File: config.mk
export PLATFORM = sky130hd
export DESIGN_NAME = vcve2_ex_ctrl
export DESIGN_NICKNAME = d
export VERILOG_FILES = /design/src/rtl/vcve2_pkg.sv /design/src/rtl/vcve2_imd_val_regs.sv /design/src/rtl/vcve2_ex_ctrl.sv
export SDC_FILE = /design/constraint.sdc
export NUM_CORES = 1
export LEC_CHECK = 0
export ABC_AREA = 1
export CAP_MARGIN = 20
export CORE_MARGIN = 1
export CORE_UTILIZATION = 44
export DETAILED_ROUTE_END_ITERATION = 12
export PLACE_DENSITY_LB_ADDON = 0.1
export SLEW_MARGIN = 5
export SYNTH_ARGS = -nofsm -noshare
export SYNTH_HDL_FRONTEND = slang
export SYNTH_HIERARCHICAL = 1
export SYNTH_SLANG_ARGS = --single-unit
File: constraint.sdc
create_clock -name clk_i -period 2.46 [get_ports clk_i]
set_input_delay 0.369 -clock clk_i [delete_from_list [all_inputs] [get_ports clk_i]]
set_output_delay 0.369 -clock clk_i [all_outputs]
set_load 0.02 [all_outputs]
File: src/rtl/vcve2_pkg.sv
// Shared types and constants for the vcve2 EX-side control slice.
package vcve2_pkg;

   localparam int unsigned IMD_VAL_W = 34;

   typedef enum logic {
      EX_IDLE,
      EX_BUSY
   } ex_ctrl_state_e;

endpackage

File: src/rtl/vcve2_imd_val_regs.sv
// Two-entry intermediate value register bank, per-entry write enable, async active-low reset.
module vcve2_imd_val_regs #(
   parameter int unsigned Width = 34
) (
   input  logic                    i_clk,
   input  logic                    i_rst_n,
   input  logic [1:0]              i_we,
   input  logic [1:0][Width-1:0]   i_d,
   output logic [1:0][Width-1:0]   o_q
);

   logic [1:0][Width-1:0] r_q;

   always_ff @(posedge i_clk or negedge i_rst_n) begin
      if (!i_rst_n) begin
         r_q <= '0;
      end else begin
         for (int i = 0; i < 2; i++) begin
            if (i_we[i]) begin
               r_q[i] <= i_d[i];
            end
         end
      end
   end

   assign o_q = r_q;

endmodule

File: src/rtl/vcve2_ex_ctrl.sv
// ID-side sequencer for multi-cycle EX ops: enables, stall/done, writeback, intermediate regs.
// Optional watchdog abort of long BUSY periods when VCVE2_EX_WATCHDOG_EN is defined.
module vcve2_ex_ctrl
   import vcve2_pkg::*;
#(
   parameter int unsigned IMD_W      = IMD_VAL_W,
   parameter int unsigned WDOG_LIMIT = 64
) (
   input  logic                   clk_i,
   input  logic                   rst_ni,
   input  logic                   instr_valid_i,
   input  logic                   mult_sel_i,
   input  logic                   div_sel_i,
   input  logic                   flush_i,
   input  logic                   ex_valid_i,
   input  logic [31:0]            result_ex_i,
   input  logic [1:0]             imd_val_we_i,
   input  logic [1:0][IMD_W-1:0]  imd_val_d_i,
   output logic [1:0][IMD_W-1:0]  imd_val_q_o,
   output logic                   alu_instr_first_cycle_o,
   output logic                   mult_en_o,
   output logic                   div_en_o,
   output logic                   stall_o,
   output logic                   instr_done_o,
   output logic                   wb_valid_o,
   output logic [31:0]            wb_data_o,
   output logic                   wdog_err_o
);

   ex_ctrl_state_e r_state;
   logic           r_mult_sel;
   logic           r_div_sel;
   logic           r_wb_valid;
   logic [31:0]    r_wb_data;

   logic w_is_busy;
   logic w_active;
   logic w_busy_live;
   logic w_wdog_hit;
   logic w_done;

   assign w_is_busy = (r_state == EX_BUSY);
   assign w_active  = (r_state == EX_IDLE) & instr_valid_i & ~flush_i;

`ifdef VCVE2_EX_WATCHDOG_EN
   logic [6:0] r_wdog_cnt;

   assign w_wdog_hit = w_is_busy & ~flush_i & ~ex_valid_i
                       & (r_wdog_cnt == 7'(WDOG_LIMIT - 1));

   always_ff @(posedge clk_i or negedge rst_ni) begin
      if (!rst_ni) begin
         r_wdog_cnt <= '0;
      end else if (w_active && !ex_valid_i) begin
         r_wdog_cnt <= '0;
      end else if (w_is_busy) begin
         r_wdog_cnt <= r_wdog_cnt + 7'd1;
      end
   end

   assign wdog_err_o = rst_ni & w_wdog_hit;
`else
   logic w_unused_wdog;

   assign w_unused_wdog = (WDOG_LIMIT == 0);
   assign w_wdog_hit    = 1'b0;
   assign wdog_err_o    = 1'b0;
`endif

   // BUSY work continues unless killed by flush or watchdog in this very cycle.
   assign w_busy_live = w_is_busy & ~flush_i & ~w_wdog_hit;

   // Outputs are gated by rst_ni so they read 0 the moment reset asserts.
   always_comb begin
      w_done                  = 1'b0;
      alu_instr_first_cycle_o = 1'b0;
      mult_en_o               = 1'b0;
      div_en_o                = 1'b0;
      stall_o                 = 1'b0;
      if (rst_ni) begin
         if (w_active) begin
            alu_instr_first_cycle_o = 1'b1;
            mult_en_o               = mult_sel_i;
            div_en_o                = div_sel_i;
            w_done                  = ex_valid_i;
            stall_o                 = ~ex_valid_i;
         end else if (w_busy_live) begin
            mult_en_o = r_mult_sel;
            div_en_o  = r_div_sel;
            w_done    = ex_valid_i;
            stall_o   = ~ex_valid_i;
         end
      end
   end

   assign instr_done_o = w_done;

   always_ff @(posedge clk_i or negedge rst_ni) begin
      if (!rst_ni) begin
         r_state    <= EX_IDLE;
         r_mult_sel <= 1'b0;
         r_div_sel  <= 1'b0;
         r_wb_valid <= 1'b0;
         r_wb_data  <= '0;
      end else begin
         case (r_state)
            EX_IDLE: begin
               if (w_active && !ex_valid_i) begin
                  r_state    <= EX_BUSY;
                  r_mult_sel <= mult_sel_i;
                  r_div_sel  <= div_sel_i;
               end
            end
            EX_BUSY: begin
               if (flush_i || ex_valid_i || w_wdog_hit) begin
                  r_state <= EX_IDLE;
               end
            end
            default: r_state <= EX_IDLE;
         endcase
         r_wb_valid <= w_done;
         if (w_done) begin
            r_wb_data <= result_ex_i;
         end
      end
   end

   assign wb_valid_o = r_wb_valid;
   assign wb_data_o  = r_wb_data;

   vcve2_imd_val_regs #(
      .Width (IMD_W)
   ) u_imd_val_regs (
      .i_clk   (clk_i),
      .i_rst_n (rst_ni),
      .i_we    (imd_val_we_i),
      .i_d     (imd_val_d_i),
      .o_q     (imd_val_q_o)
   );

endmodule
==> results.yml, run 1 <==
sta:
  relSlewSlack_pct: 35.3
  fin_skew_ps: 7.69
  slew_violations: 0
  period_share_pct: 95.5
  finalWorstPathRequiredPeriod_ps: 2350
  worst_pin_slew_ps: 971
  max_freq_mhz: 426
  setup_ws_ps: 112
  finalSetupViolCount: 0
  hold_viol_final: 0
place:
  dp_cells: 823
  detailedPlace.worstSlack_ps: 117
  post-dp-hpwl_mm: 8.23
  gp_congestion: 0.796
  port_buffers: 214
routing:
  drc_errors: 0
  drt-initial-drc-count: 192
  drt-vias-per-instance: 4.59
  via_count: 3859
  ant_nets: 0
  finalWirelength_mm: 11.7
  first_pass_iters: 4
  post_drt_wl_per_cell_microns: 13.9
power:
  p_comb_share_pct: 30.9
  peakVddDrop_mv: 0.305
  swShare_pct: 31.6
  p_leak_nw: 3.31
  internal_power_mw: 2.98
  p_clk_share_pct: 22.0
  power_density_nw_per_um2: 638
  power_mw: 4.35
  p_seq_share_pct: 47.1
  power_switching_mw: 1.37
setup_path:
  cp_max_fo: 4
  cp-startpoint: "flush_i"
  start_kind: "input pin"
  max_stage_delay_ps: 590
  arrival_ps: 1980
  worst_setup_path_end_kind: "primary output"
  crit_chain: "clkdlybuf4s50_1 > inv_1 > nand3_1 > nor2_1 > nand2_1 > nand2_1 > clkdlybuf4s50_1"
  slowest_stage: "clkdlybuf4s50_1"
  required_ps: 2090
  timing.rr.start: "r_state$_DFF_PN0_"
  worst-setup-path-type: "input pin to primary output"
  rrSetupSlack_ps: 1100
final_layout:
  area_growth_pct: 49.7
  drive_gt1_share_pct: 9.19
  fin_cells: 840
  nets: 811
  antenna_cells: 0
global_route:
  grt_pass1_wl_mm: 19.1
  antenna_found_initial: 0
  grt_max_degree: 78
  grt_usage_pct: 22.0
  grt_pass1_vias: 3913
  grt-ovfl-total: 0
clock_network:
  cts_buffers: 9
  cts_sinks: 104
  cts_tree: "yes"
  cts.htree.levels: 3
  clockBufferDepth: 2
  cts_root_buf: "clkbuf_8"
  clk_pin_slew_worst_paths_ps: 100
  postCtsSetupRepairBufs: 0
  insertion_delay_ps: 350
synth:
  synthesis.area_sq_um: 4560
  synth.top_cells.by_area: "dfrtp_1 (57%), nand2_1 (18%), o21bai_1 (4.6%)"
  ys_seq_elements: 104
  synth_warnings: 6
  ys_types: 19
  yosysTopAreaCell: "dfrtp_1"
  synth_nets: 603
  synth_area_per_cell_sq_um: 9.23
  ys_seq_area_share_pct: 57.1
  syn_inst: 494
  synth_top_area_share_pct: 57.1
floorplanning:
  io_pins: 216
  initial_core_util_pct: 46.0
  fp.dieArea_sq_um: 10800
  rows: 36
  die_w_microns: 104
  fp.coreArea_sq_um: 9910
  dieHeight_microns: 104
run:
  max_cap_viol_count: 0
worst_hold_path:
  hp-class: "input pin to asynchronous set/reset pin"
run_status:
  status: "finished clean"
-- repair_timing --
item                                    in CTS  in global routing
endpoints found under the setup margin       0                  1
hold buffers                                 1                  0
endpoints found under the hold margin        2                  0
resized for setup                            0                  1
-- cells in the final DEF (no fill, tap or decap), types with 5 or more instances in the layout --
cell type	n
clkdlybuf4s50_1	212
buf_4	10
nand2_2	30
dfrtp_1	104
nand3_1	35
clkbuf_8	9
nor2_1	5
o21bai_1	28
inv_1	36
nand2_1	216
-- worst paths after layout --
check,to,depth (start not counted)
max in group asynchronous,wb_data_o[28]$_DFFE_PN0P_,2
setup / recovery,div_en_o,7
hold / removal,wb_data_o[3]$_DFFE_PN0P_,2
setup reg to reg,wb_data_o[17]$_DFFE_PN0P_,3
min in group clk_i,wb_valid_o$_DFF_PN0_,3
hold reg to reg,u_imd_val_regs/o_q[19]$_DFFE_PN0P_,2
-- cells by family after synthesis --
kind of cell    share of synthesized area (%)
flops                                    57.1
compound gates                           6.15
other cells                            0.0822
simple gates                             26.6
buf+inv                                  10.1
-- synth_stat cells, drive strengths merged --
cell type	count
o21a	1
o21ai	1
nor2	5
nand4	1
dfrtp	104
conb	1
buf	27
o21bai	32
nor3	1
inv	38
nand3	35
clkinv	1
nand2	247
-- worst max-delay path, delay by kind of cell --
kind | cells | cell delay [ps]
simple gates | 4 | 440
buf+inv | 3 | 1160
-- layout make-up --
type / count / area (sq um)
timing repair buffer: 224 / 2220
multi-input combinational: 324 / 1500
inverter: 39 / 166
sequential: 104 / 2600
clock buffer: 10 / 128
tap: 133 / 166
clock inverter: 6 / 45.0
fill: 815 / 3080
-- through the flow --
step / hold WS, ps / instance area (sq um) / setup TNS, ps / util, %
floorplan: 73.4 / 4560 / 0 / -
global placement: 191 / 6640 / 0 / 67.0
detailed placement: 196 / 6640 / 0 / 67.0
CTS: 81.7 / 6820 / 0 / 68.9
global route: 93.8 / 6830 / -16.6 / 68.9
finish: 85.7 / 6830 / 0 / 68.9
-- layer usage --
metal  global-route usage, %  routed length [microns]
met2                    36.1                     5550
met5                       0                        0
met4                    9.29                      311
met3                    6.23                      877
met1                    27.2                     4920
-- power groups by stage --
stage | clock [mW] | combinational (mW) | sequential, mW
after CTS | 0.989 | 1.36 | 2.05
after global placement | 0 | 1.34 | 2.07
after detailed placement | 0 | 1.35 | 2.08
final | 0.957 | 1.34 | 2.05
after global routing | 1.05 | 1.45 | 2.08
after floorplan | 0 | 0.377 | 2.35
-- registers in the layout (all words and copies together), names as in the netlist --
name / flops
r_mult_sel: 1
u_imd_val_regs/o_q: 68
wb_valid_o: 1
r_div_sel: 1
r_state: 1
wb_data_o: 32
Note: power is estimated with default switching activity, not from simulation.
==> run 2, diff against run 1 <==
--- a/config.mk
+++ b/config.mk
@@ -7,6 +7,7 @@
 export LEC_CHECK = 0
 export ABC_AREA = 1
 export CAP_MARGIN = 20
+export CORE_ASPECT_RATIO = 1.4
 export CORE_MARGIN = 1
 export CORE_UTILIZATION = 44
 export DETAILED_ROUTE_END_ITERATION = 12
==> run 2 against run 1 <==
Total power increased by 14%; die area hardly changed; clock-buffer cell count is 1 higher; sequential cell count is the same; non-clock buffer count is 1 higher; combinational power barely moved; register-to-register slack hardly changed; hold slack improved by 350 ps; sequential power about the same; critical path type unchanged; highest routed layer unchanged.
==> results.yml, run 2 (synthesis results as in run 1) <==
run_status:
  status: "finished clean"
clock_network:
  insertion_delay_ps: 340
  cts_root_buf: "clkbuf_16"
  cts.htree.levels: 3
  clockBufferDepth: 2
  clk_pin_slew_worst_paths_ps: 70
  cts_tree: "yes"
  cts_sinks: 104
  cts_buffers: 9
routing:
  via_count: 3886
  post_drt_wl_per_cell_microns: 14.0
  drt-initial-drc-count: 185
  first_pass_iters: 4
  drt-vias-per-instance: 4.61
  ant_nets: 0
  finalWirelength_mm: 11.8
  drc_errors: 0
final_layout:
  fillers: 850
  mostFrequentLayoutCells: "nand2_1 (216), clkdlybuf4s50_1 (211), dfrtp_1 (104)"
  nets: 812
  area_growth_pct: 53.3
  antenna_cells: 0
  fin_cells: 843
  layout_commonest_cell: "nand2_1"
  largest_register_ffs: 68
  drive_gt1_share_pct: 9.32
  final_util_pct: 69.8
global_route:
  grt_usage_pct: 22.0
  grt-ovfl-total: 0
  antenna_found_initial: 0
  grt_max_degree: 53
  grt_pass1_wl_mm: 18.2
  grt_pass1_vias: 3835
sta:
  slew_violations: 0
  fin_setup_tns_ps: 0
  fin_skew_ps: 2.85
  grt_setup_unrepaired: "false"
  finalWorstPathRequiredPeriod_ps: 2340
  relSlewSlack_pct: 55.9
  period_share_pct: 95.3
  worst_pin_slew_ps: 661
  finalSetupViolCount: 0
  max_freq_mhz: 427
  hold_viol_final: 0
floorplanning:
  initial_core_util_pct: 45.6
  fp.dieArea_sq_um: 10800
  dieHeight_microns: 122
  die_w_microns: 88.0
  io_pins: 216
  rows: 43
  fp.coreArea_sq_um: 10000
place:
  post-dp-hpwl_mm: 8.35
  port_buffers: 214
  dp_cells: 826
  gp_congestion: 0.807
setup_path:
  start_kind: "input pin"
  required_ps: 2090
  worst_setup_path_end_kind: "primary output"
  cp_max_fo: 7
  arrival_ps: 1970
  worst-setup-path-type: "input pin to primary output"
power:
  p_leak_nw: 3.41
  power_density_nw_per_um2: 708
  power_mw: 4.95
  peakVddDrop_mv: 0.445
worst_hold_path:
  hp-class: "input pin to asynchronous set/reset pin"
run:
  max_cap_viol_count: 0
-- run 2: changes by cell type in the layout (fill, tap and decap cells not counted), sizes merged --
cell / before / now
buf: 10 / 11
inv: 39 / 38
clkinvlp: 3 / 2
clkbuf: 10 / 11
clkdlybuf4s50: 212 / 211
dlymetal6s2s: 1 / 2
bufinv: 0 / 2
clkinv: 3 / 2
-- run 2: worst max-delay path, stage by stage --
cell and delay, ps:
dlygate4sd3_1 560, buf_4 180, inv_1 60, nor2_1 170, clkdlybuf4s50_1 630
-- run 2: metal layers --
| layer | share of wire [%] | GRT usage, % | wire (microns) | vias to the layer above |
|---|---|---|---|---|
| met4 | 3.2 | 11.5 | 379 | 0 |
| met2 | 49 | 37.4 | 5800 | 130 |
| met1 | 41 | 25.6 | 4800 | 1819 |
| li1 | - | - | - | 1917 |
| met5 | 0 | 0 | 0 | - |
| met3 | 6.8 | 4.91 | 804 | 20 |
-- run 2: worst paths after layout --
| path | start | to | slack, ps | depth (start not counted) |
|---|---|---|---|---|
| min in group clk_i | u_imd_val_regs/o_q[22]$_DFFE_PN0P_ | u_imd_val_regs/o_q[22]$_DFFE_PN0P_ | 470 | 2 |
| hold / removal | rst_ni | r_mult_sel$_DFFE_PN0P_ | 430 | 2 |
| setup reg to reg | r_state$_DFF_PN0_ | wb_data_o[11]$_DFFE_PN0P_ | 1110 | 3 |
| hold reg to reg | u_imd_val_regs/o_q[22]$_DFFE_PN0P_ | u_imd_val_regs/o_q[22]$_DFFE_PN0P_ | 470 | 2 |
| max in group asynchronous | rst_ni | wb_data_o[5]$_DFFE_PN0P_ | 510 | 4 |
| setup / recovery | rst_ni | alu_instr_first_cycle_o | 120 | 5 |
-- run 2: power breakdown --
group	leakage (nW)	switching (mW)	internal (mW)
registers	1.27	0.124	1.93
clock network	0.152	0.624	0.919
logic	1.99	0.672	0.681
-- run 2: timing repair --
| action | 4_1_cts | 5_1_grt |
|---|---|---|
| setup endpoints to repair | 0 | 2 |
| hold buffers | 1 | 0 |
| endpoints found under the hold margin | 2 | 0 |
| buffers inserted | 0 | 0 |
| gates resized for setup | 0 | 2 |
-- run 2: metrics by stage --
| stage | hold WS, ps | cell area, sq um | setup slack, ps |
|---|---|---|---|
| 2_1_floorplan | 73.4 | 4560 | 872 |
| 3_3_place_gp | 189 | 6650 | 166 |
| 3_5_place_dp | 189 | 6650 | 119 |
| 4_1_cts | 406 | 6980 | 14.2 |
| 5_1_grt | 420 | 6990 | 70.8 |
| 6_report | 432 | 6990 | 116 |
-- run 2: final cells by class --
type	instances	area, sq um	area share (%)
sequential	104	2600	37.2
timing repair buffer	225	2230	31.9
multi-input combinational	324	1500	21.4
clock buffer	11	243	3.47
tap	135	169	2.42
inverter	39	166	2.38
clock inverter	5	80.1	1.15
